$ cat config.mk
export PLATFORM = sky130hd
export DESIGN_NAME = if_id_stage
export DESIGN_NICKNAME = d
export VERILOG_FILES = /design/src/rtl/if_id_stage.sv
export SDC_FILE = /design/constraint.sdc
export NUM_CORES = 1
export LEC_CHECK = 0
export CAP_MARGIN = 20
export CORE_MARGIN = 2
export CORE_UTILIZATION = 60
export DETAILED_ROUTE_END_ITERATION = 8
export DONT_BUFFER_PORTS = 1
export PLACE_DENSITY = 0.76
export SLEW_MARGIN = 0
export SYNTH_ARGS = -nofsm -noshare
export SYNTH_HDL_FRONTEND = slang
export SYNTH_SLANG_ARGS = --single-unit
$ cat constraint.sdc
create_clock -name clk -period 15.9 [get_ports clk]
set_input_delay 2.385 -clock clk [delete_from_list [all_inputs] [get_ports clk]]
set_output_delay 2.385 -clock clk [all_outputs]
set_load 0.01 [all_outputs]
$ cat src/rtl/if_id_stage.sv
// -----------------------------------------------------------------------------
// if_id_stage
//
// Instruction fetch plus the IF/ID pipeline register. Issues word fetches to
// instruction memory, hands fetched words to the decode stage one per cycle,
// absorbs decode interlocks (stall) and downstream control-flow changes
// (redirect).
//
// Ports
//   clk          single clock, all state updates on its rising edge
//   clr          asynchronous active-high reset
//   stall        decode cannot accept a new instruction this cycle
//   redirect     taken branch/jump resolved downstream (one-cycle pulse)
//   redirect_pc  target address, qualified by redirect
//   imem_req     fetch request (combinational from state)
//   imem_addr    registered, word-aligned fetch address
//   imem_ready   memory returns imem_rdata this cycle
//   imem_rdata   fetched instruction word
//   id_inst      instruction presented to decode
//   id_pc4       address of id_inst plus 4
//   id_valid     id_inst/id_pc4 carry a real instruction (0 = bubble)
//   pc           address of the next instruction to be delivered to decode
//   state_dbg    current FSM state (REQ=0, HOLD=1, DROP=2) for observation
//
// Memory handshake: a fetch is outstanding whenever imem_req=1; imem_addr is
// held constant until a cycle with imem_ready=1 completes it. imem_ready is
// only meaningful while imem_req=1. Decode handshake: a word moves into the
// ID registers only on a cycle with stall=0; with stall=1 the ID registers
// keep their contents (id_valid included).
// -----------------------------------------------------------------------------
module if_id_stage #(
    parameter logic [31:0] RESET_PC = 32'h0000_0000
) (
    input  logic        clk,
    input  logic        clr,
    input  logic        stall,
    input  logic        redirect,
    input  logic [31:0] redirect_pc,
    output logic        imem_req,
    output logic [31:0] imem_addr,
    input  logic        imem_ready,
    input  logic [31:0] imem_rdata,
    output logic [31:0] id_inst,
    output logic [31:0] id_pc4,
    output logic        id_valid,
    output logic [31:0] pc,
    output logic [1:0]  state_dbg
);

    // REQ : fetch of pc outstanding
    // HOLD: fetched word parked in hold_buf while decode is stalled
    // DROP: a stale fetch is still in flight and its data must be discarded
    typedef enum logic [1:0] {
        S_REQ  = 2'd0,
        S_HOLD = 2'd1,
        S_DROP = 2'd2
    } state_t;

    state_t      state, state_nx;
    logic [31:0] hold_buf, hold_buf_nx;
    logic [31:0] pc_nx, imem_addr_nx, id_inst_nx, id_pc4_nx;
    logic        id_valid_nx;
    logic [31:0] pc_plus4;

    // Natural 32-bit wrap: 32'hFFFF_FFFC + 4 -> 32'h0000_0000.
    assign pc_plus4  = pc + 32'd4;
    assign imem_req  = (state != S_HOLD);
    assign state_dbg = state;

    always_comb begin
        state_nx     = state;
        pc_nx        = pc;
        imem_addr_nx = imem_addr;
        id_inst_nx   = id_inst;
        id_pc4_nx    = id_pc4;
        id_valid_nx  = id_valid;
        hold_buf_nx  = hold_buf;

        case (state)
            S_REQ: begin
                if (redirect) begin
                    // Redirect beats stall and any completing fetch.
                    id_valid_nx = 1'b0;
                    pc_nx       = redirect_pc;
                    if (imem_ready) begin
                        imem_addr_nx = redirect_pc;
                    end else begin
                        // The old fetch is still in flight; wait it out.
                        state_nx = S_DROP;
                    end
                end else if (imem_ready) begin
                    if (!stall) begin
                        id_inst_nx   = imem_rdata;
                        id_pc4_nx    = pc_plus4;
                        id_valid_nx  = 1'b1;
                        pc_nx        = pc_plus4;
                        imem_addr_nx = pc_plus4;
                    end else begin
                        hold_buf_nx = imem_rdata;
                        state_nx    = S_HOLD;
                    end
                end else if (!stall) begin
                    id_valid_nx = 1'b0;
                end
            end

            S_HOLD: begin
                if (redirect) begin
                    id_valid_nx  = 1'b0;
                    pc_nx        = redirect_pc;
                    imem_addr_nx = redirect_pc;
                    state_nx     = S_REQ;
                end else if (!stall) begin
                    id_inst_nx   = hold_buf;
                    id_pc4_nx    = pc_plus4;
                    id_valid_nx  = 1'b1;
                    pc_nx        = pc_plus4;
                    imem_addr_nx = pc_plus4;
                    state_nx     = S_REQ;
                end
            end

            S_DROP: begin
                id_valid_nx = 1'b0;
                if (redirect) begin
                    // Latest redirect wins; pc already tracks it.
                    pc_nx = redirect_pc;
                    if (imem_ready) begin
                        imem_addr_nx = redirect_pc;
                        state_nx     = S_REQ;
                    end
                end else if (imem_ready) begin
                    imem_addr_nx = pc;
                    state_nx     = S_REQ;
                end
            end

            default: begin
                state_nx = S_REQ;
            end
        endcase
    end

    always_ff @(posedge clk or posedge clr) begin
        if (clr) begin
            state     <= S_REQ;
            pc        <= RESET_PC;
            imem_addr <= RESET_PC;
            id_inst   <= 32'h0;
            id_pc4    <= 32'h0;
            id_valid  <= 1'b0;
            hold_buf  <= 32'h0;
        end else begin
            state     <= state_nx;
            pc        <= pc_nx;
            imem_addr <= imem_addr_nx;
            id_inst   <= id_inst_nx;
            id_pc4    <= id_pc4_nx;
            id_valid  <= id_valid_nx;
            hold_buf  <= hold_buf_nx;
        end
    end

endmodule

==> results by stage, run 1 <==
STA:
- The worst path meets setup with 11.94 ns of slack.
- The final setup skew is 0.0105 ns.
- The final-layout worst hold slack is 0.509 ns.
- The total count of hold-check failures in the final report is 0.
- Setup violations remaining at the end of the flow were counted as 0.
- Of the available clock period, the critical path in the final layout requires 24.9%.
- The maximum operating frequency is 253 MHz.
- Setup repair after global routing left no endpoint under its margin.
- The post-route setup TNS is 0 ns.
- The number of pins with negative max-slew slack in the final report is 0.
- The remaining max-slew budget at the tightest pin is 30.2%.
- Counting I/O delays and the setup requirement, the final critical path takes 3.96 ns.
- The transition time at the pin with the least slew margin is 1.05 ns.

Power and ir drop:
- The standby leakage power is 3.78 nW.
- Of the total power, combinational logic draws 34.8%.
- The worst vdd rail ir drop is 138 uV.
- Power spread over the standard cell area amounts to 221 mW/mm2.
- The power spent charging and discharging nets is 0.917 mW.
- The proportion of power drawn by the clock network is 20.2%.
- The sequential group share of total power is 45.0%.
- The switching power share of the total is 44.3%.
- Cell internal power was estimated by the tool at 1.15 mW.

Setup path:
- In this design, the stage delay of the slowest critical-path cell is 0.78 ns.
- The largest fanout on the critical path is 46.
- STA classifies the critical path endpoint as a flop.
- Traced cell by cell, the critical path runs through nor2b_1 -> nand3_2 -> mux2_2.
- The path type of the worst setup path is input port to flop.
- At the worst endpoint, the required time is 16.20 ns.
- The startpoint kind of the worst setup timing path is an input port.
- The worst endpoint data arrival time is 4.26 ns.
- Counting both buffers and inverters, the worst setup path holds a total of 0.
- The cell with the biggest individual delay on the critical path is nand3_2.
- The kind of cell with the highest combined delay along the critical path is simple AND/OR/NAND/NOR gates.

Synthesis:
- The synthesized design contains 0 enable-type register cells.
- By area the synthesized netlist is led by dfrtp_1, mux2_2, a21oi_1.
- The most used flip-flop cell after synthesis is dfrtp_1.
- Synthesis produced a netlist whose cell count is 913.
- The net count of the mapped netlist is 987.
- Of the post-synthesis cell area, the dominant cell type holds 46.6%.
- In this run the cell area of the synthesized design comes to 0.00875 mm2.
- dfrtp_1 takes more of the synthesized area than any other cell.
- The portion of the post-synthesis area used by sequential elements is 46.6%.
- The number of warnings printed during yosys synthesis is 0.
- Counting flops with an async set or reset pin after synthesis yields a share of 100%.
- In this run, distinct cell masters in the synthesized netlist total 59.
- A synthesized cell averages 9.59 um2.
- The number of storage elements in the synthesis netlist is 163.

Drt:
- The first routing iteration left 775 violations.
- The number of antenna-violating nets in the routed design is 0.
- Using the TritonRoute via totals, the vias-per-cell ratio works out to 6.97.
- The routed length per instance is 23.7 um.
- The first detailed-routing pass took 8 iterations.
- The final route contains 7398 vias.
- The total DRC errors in the routed layout is 0.
- The sum of routed wire length over all layers is 25200 um.

Clocking:
- The total CTS buffers is 17.
- Post-CTS timing repair inserted 0 buffers for setup.
- The TritonCTS sink count is 163.
- Clock-pin slew was measured on the worst setup and hold paths at 0.06 ns.
- The later pin in the worst-skew pair is clocked with a latency of 0.43 ns.
- The number of hold buffers added after cts is 0.
- In this run the clock root is driven by a clkbuf_16.
- The number of H-tree levels is 4.
- The count of instances resized after the clock tree is built is 0.
- The CTS tree is built.
- The maximum buffer depth of the clock tree is 2.

Placement:
- During placement, the flow inserted port buffers numbering 0.
- The setup slack after placement is 11.14 ns.
- The HPWL reported at the end of detailed placement is 16900 um.
- Routability-driven placement finished with a final weighted congestion of 0.917.

Global route:
- The first global-routing pass estimated 40100 um of wire.
- The largest net degree at the start of global routing is 100.
- The number of antenna violations at the first check in global routing is 0.
- The number of global-route vias before repair came to 7376.
- The leftover overflow at the end of global routing is 0.
- Global routing used 32.5% of the available tracks across all layers.

Layout:
- Leaving out fill and tap cells, the most frequent cell in the layout is dfrtp_1.
- In the layout the commonest cells are dfrtp_1, nor2_1, a21oi_1.
- At the end of the flow, the number of nets in the layout was 938.
- The proportion of layout cells with a drive suffix above 1 is 14.0%.
- From synthesis to final layout, the design area changed by 7.10%.
- The number of antenna diodes in the final layout is 0.

Min path:
- The worst hold path belongs to the class flop to flop.

Floorplan:
- The die covers 0.0156 mm2.
- For this design the top-level I/O count stands at 201.
- The number of cell rows is 44.
- The die extent in y is 125 um.
- The initial cell density of the core is 60.9%.
- Measured along the x axis, the die boundary spans 125 um.
- The core region is 0.0144 mm2.

Run:
- The tool flagged a number of max-cap violations equal to 0.

Status:
- The run finished with clean final reports.
## cells by family after synthesis
logic type | share of synthesized area, %
buffers and inverters | 4.53
adders and majority gates | 0.715
AOI/OAI and AO/OA | 19.2
and+or+nand+nor | 14.0
muxes | 12.2
xor gates and xnor gates | 2.80
DFF | 46.6
## worst register-to-register path, cell delays in order (launching register included)
cell	delay, ns
dfrtp_1	0.49
inv_1	0.14
ha_2	0.25
buf_4	0.58
mux2i_1	0.18
nor3_2	0.25
buf_6	0.21
buf_4	0.73
mux2_2	0.54
## power groups by stage
stage          registers (mW)  logic (mW)  clock network [mW]
2_1_floorplan           0.822       0.604                   0
3_3_place_gp            0.923       0.666                   0
3_5_place_dp            0.935       0.700                   0
4_1_cts                 0.928       0.705               0.426
5_1_grt                 0.959       0.790               0.444
6_report                0.931       0.721               0.419
## state kept, by name, indices dropped and copies added (netlist names)
register and flops:
hold_buf 32, id_inst 32, id_pc4 32, imem_addr 32, pc 32, state_dbg 2
id_valid 1
## cells in the mapped netlist (all sizes together), types with 7 or more instances
| cell | number |
|---|---|
| dfrtp | 163 |
| nor2 | 108 |
| a21oi | 101 |
| nand2 | 79 |
| mux2 | 62 |
| o21ai | 49 |
| buf | 43 |
| clkbuf | 37 |
| mux2i | 37 |
| xnor2 | 18 |
| nand3 | 17 |
| o22ai | 14 |
| a221oi | 12 |
| a222oi | 12 |
| inv | 12 |
| nand4 | 12 |
| nor3 | 11 |
| xor2 | 10 |
| a221o | 7 |
| and3 | 7 |
| nor2b | 7 |
## per-stage QoR
| step | util (%) | total power, mW | std cells | area, um2 |
|---|---|---|---|---|
| after detailed placement | 60.8 | 1.64 | 1027 | 8740 |
| after floorplan | - | 1.43 | 913 | 8750 |
| after global routing | 65.3 | 2.19 | 1061 | 9380 |
| after CTS | 65.0 | 2.06 | 1059 | 9340 |
| after global placement | 60.8 | 1.59 | 1027 | 8740 |
| final | 65.3 | 2.07 | 1061 | 9380 |
## layout make-up
class | count | area, um2
Clock buffer | 17 | 425
Clock inverter | 15 | 175
Fill cell | 1145 | 4990
Inverter | 12 | 50.0
Multi-Input combinational cell | 658 | 4300
Sequential cell | 163 | 4080
Tap cell | 184 | 230
Timing Repair Buffer | 12 | 114
## layer usage
metal / wire, um / up-vias / track usage, %
li1: - / 3220 / -
met1: 9280 / 3591 / 41.8
met2: 11600 / 501 / 49.1
met3: 3270 / 86 / 11.8
met4: 995 / 0 / 15.6
met5: 0 / - / 0
## final timing paths
path	from	to	slack, ns	cells after the start
hold / removal	hold_buf[17]$_DFFE_PP0P_	hold_buf[17]$_DFFE_PP0P_	0.51	1
setup reg to reg	state_dbg[1]$_DFFE_PP0P_	id_pc4[18]$_DFFE_PP0P_	12.41	8
min in group asynchronous	clr	id_inst[23]$_DFFE_PP0P_	1.95	1
max in group asynchronous	clr	imem_addr[31]$_DFFE_PP0P_	12.80	3
setup / recovery	redirect	hold_buf[11]$_DFFE_PP0P_	11.94	3
hold reg to reg	hold_buf[17]$_DFFE_PP0P_	hold_buf[17]$_DFFE_PP0P_	0.51	1
No activity file was read; power rests on OpenSTA's default activity.
==> run 2, diff against run 1 <==
Clock period 15.9 ns to 3.7 ns, I/O delays scaled along.
==> results by stage, run 2 (synthesis results as in run 1) <==
Layout:
- The library cells used most frequently in the layout, excluding fill and tap cells, are dfrtp_1, nor2_1, a21oi_1.
- The final cell area excluding filler cells is 0.00944 mm2 (+0.63%).
- The proportion of layout cells with a drive suffix above 1 is 14.3% (+0.28 points).
- The count of fill cells added during filler insertion is 1134 (-0.96%).
- The post-synthesis to final-layout area growth is 7.77%.
- The net count reported at finish is 942 (+0.43%).
- The count of inserted antenna diode cells is 0 (unchanged).
- Leaving out fill and tap cells, the most frequent cell in the layout is dfrtp_1.

Global route:
- The number of antenna violations at the first check in global routing is 0 (unchanged).
- The global routing stage identified its most utilized layer as met2.
- The aggregate global-route resource usage is 31.7% (-0.83 points).
- The largest net degree at the start of global routing is 99 (-1.0%).
- The routing usage on met3 came to 9.79% (-2.0 points).
- The leftover overflow at the end of global routing came to 0 (unchanged).
- The global-route met2 utilization came to 48.9% (-0.16 points).
- The number of global-route vias before repair was 7162 (-2.9%).
- The met1 demand-to-capacity share in global routing is 41.9% (+0.078 points).
- The global-route wire length before repair came to 39200 um (-2.1%).

STA:
- Setup repair after global routing left no endpoint under its margin.
- The post-route setup TNS is 0 ns (unchanged).
- The transition time at the pin with the least slew margin is 0.932 ns (-0.115 ns).
- The final worst setup slack is 0.813 ns (-11.13 ns).
- Timing would allow up to 346 MHz.
- The total count of hold-check failures in the final report came to 0 (unchanged).
- The part of the cycle the worst path needs is 78.0%.
- The final setup skew is 0.0101 ns (-0.000385 ns).
- The total of endpoints with negative setup slack in the final report is 0 (unchanged).
- The worst path needs 2.89 ns of the cycle, external delays included.
- The remaining max-slew budget at the tightest pin is 37.8% (+7.6 points).
- The number of pins with negative max-slew slack in the final report is 0 (unchanged).

Clocking:
- The TritonCTS sink count was 163 (unchanged).
- The maximum buffer depth of the clock tree is 2 (unchanged).
- The count of instances resized after the clock tree is built is 0 (unchanged).
- The clock slew seen by the registers of the worst setup and hold paths is 0.07 ns (about the same).
- The CTS root buffer is clkbuf_16.
- The number of hold buffers added after cts is 0 (unchanged).
- The number of H-tree levels came to 4 (unchanged).
- The setup fix buffers added after clock tree synthesis is 0 (unchanged).
- The insertion delay of the later-clocked pin in the worst-skew pair was 0.43 ns (about the same).
- The total CTS buffers is 17 (unchanged).
- The CTS tree is built.

Drt:
- The length of the first detailed-routing pass in iterations is 6 (-2).
- The total DRC errors in the routed layout was 0 (unchanged).
- The total number of vias is 7179 (-3.0%).
- The sum of routed wire length over all layers is 24600 um (-2.4%).
- The routed length per instance is 23.1 um (-2.8%).
- The first-iteration detailed-routing DRC count is 716 (-7.6%).
- The vias per cell is 6.74 (-3.3%).
- The number of antenna-violating nets in the routed design is 0 (unchanged).

Power and ir drop:
- The power spent charging and discharging nets is 3.88 mW (+320%).
- The portion of total power attributed to combinational logic is 34.4% (-0.4 points).
- The standby leakage power was 3.81 nW (+0.77%).
- The proportion of power drawn by the clock network is 20.7% (+0.5 points).
- The internal power contribution came to 5.00 mW (+330%).
- The switching power share of the total is 43.7% (-0.57 points).
- The sequential group share of total power is 44.9% (about the same).
- The worst vdd rail ir drop is 500 uV (+260%).
- The total power density per cell area is 942 mW/mm2 (+330%).

Floorplan:
- The horizontal die dimension is 125 um (unchanged).
- The area of the core is 0.0144 mm2 (unchanged).
- The initial cell density of the core is 60.9% (unchanged).
- The die extent in y came to 125 um (unchanged).
- The number of cell rows is 44 (unchanged).
- The top-level I/O count is 201 (unchanged).
- The die area is 0.0156 mm2 (unchanged).

Min path:
- The tightest min-delay check is of the input port to async pin type.

Setup path:
- The largest fanout on the critical path is 14 (-70%).
- The worst path required time was 4.04 ns (-12.16 ns).
- The startpoint kind of the worst setup timing path is a flop.
- The path type of the worst setup path is flop to flop.
- The worst setup path is captured at a flop.
- The worst endpoint data arrival time is 3.23 ns (-1.03 ns).

Status:
- The run finished with clean final reports.

Placement:
- The total cell area at the placement stage is 0.00881 mm2 (+0.87%).
- The count of port buffers added during placement is 0 (unchanged).
- The HPWL reported at the end of detailed placement was 16900 um (+0.42%).
- The routability congestion estimate from global placement is 0.905 (-1.3%).
- The setup slack after placement came to 0.912 ns (-10.23 ns).

Run:
- The max capacitance violation total is 0 (unchanged).
## run 2: metrics by stage
step | utilization, % | hold WS, ns | std cells | power [mW]
after floorplan | - | 0.479 | 913 | 6.13
after global placement | 61.3 | 0.486 | 1033 | 6.86
after detailed placement | 61.3 | 0.495 | 1033 | 7.03
after CTS | 65.7 | 0.136 | 1065 | 8.88
after global routing | 65.7 | 0.144 | 1065 | 9.42
final | 65.7 | 0.128 | 1065 | 8.89
## run 2: worst max-delay path, cell delays in order (launching register included)
cell and delay, ns:
dfrtp_1 0.52, inv_1 0.14, ha_1 0.33, nand2b_1 0.32, a22o_1 0.29, and2_0 0.76
a222oi_1 0.22, o21ai_0 0.22
## run 2: worst paths after layout
check | from | end | slack [ns] | cells past startpoint
max | state_dbg[0]$_DFFE_PP0P_ | imem_addr[14]$_DFFE_PP0P_ | 0.81 | 7
min | clr | id_inst[29]$_DFFE_PP0P_ | 0.13 | 2
max reg2reg | state_dbg[0]$_DFFE_PP0P_ | imem_addr[14]$_DFFE_PP0P_ | 0.81 | 7
min reg2reg | hold_buf[6]$_DFFE_PP0P_ | hold_buf[6]$_DFFE_PP0P_ | 0.51 | 1
max in group asynchronous | clr | imem_addr[23]$_DFFE_PP0P_ | 3.05 | 2
min in group clk | redirect | id_valid$_DFFE_PP0P_ | 0.25 | 1
## run 2: final cells by class
cell class	count	area (um2)	area share, %
clock buffers	18	439	4.65
clock inverters	14	183	1.94
inverters	12	48.8	0.517
multi-input cells	658	4300	45.6
flip-flops and latches	163	4080	43.2
well taps	184	230	2.44
repair buffers	16	158	1.67
## run 2: routing by layer
metal | vias to the layer above | routed length (um) | part of all wire (%)
met4 | 0 | 691 | 2.8
li1 | 3229 | - | -
met5 | - | 0 | 0
met2 | 401 | 11600 | 47
met3 | 62 | 2670 | 11
met1 | 3487 | 9600 | 39
## run 2: power groups by stage
stage / clock, mW / combinational [mW] / sequential (mW)
after detailed placement: 0 / 3.02 / 4.01
after global routing: 1.94 / 3.37 / 4.11
after floorplan: 0 / 2.60 / 3.53
final: 1.84 / 3.06 / 3.99
after CTS: 1.87 / 3.03 / 3.98
after global placement: 0 / 2.90 / 3.96
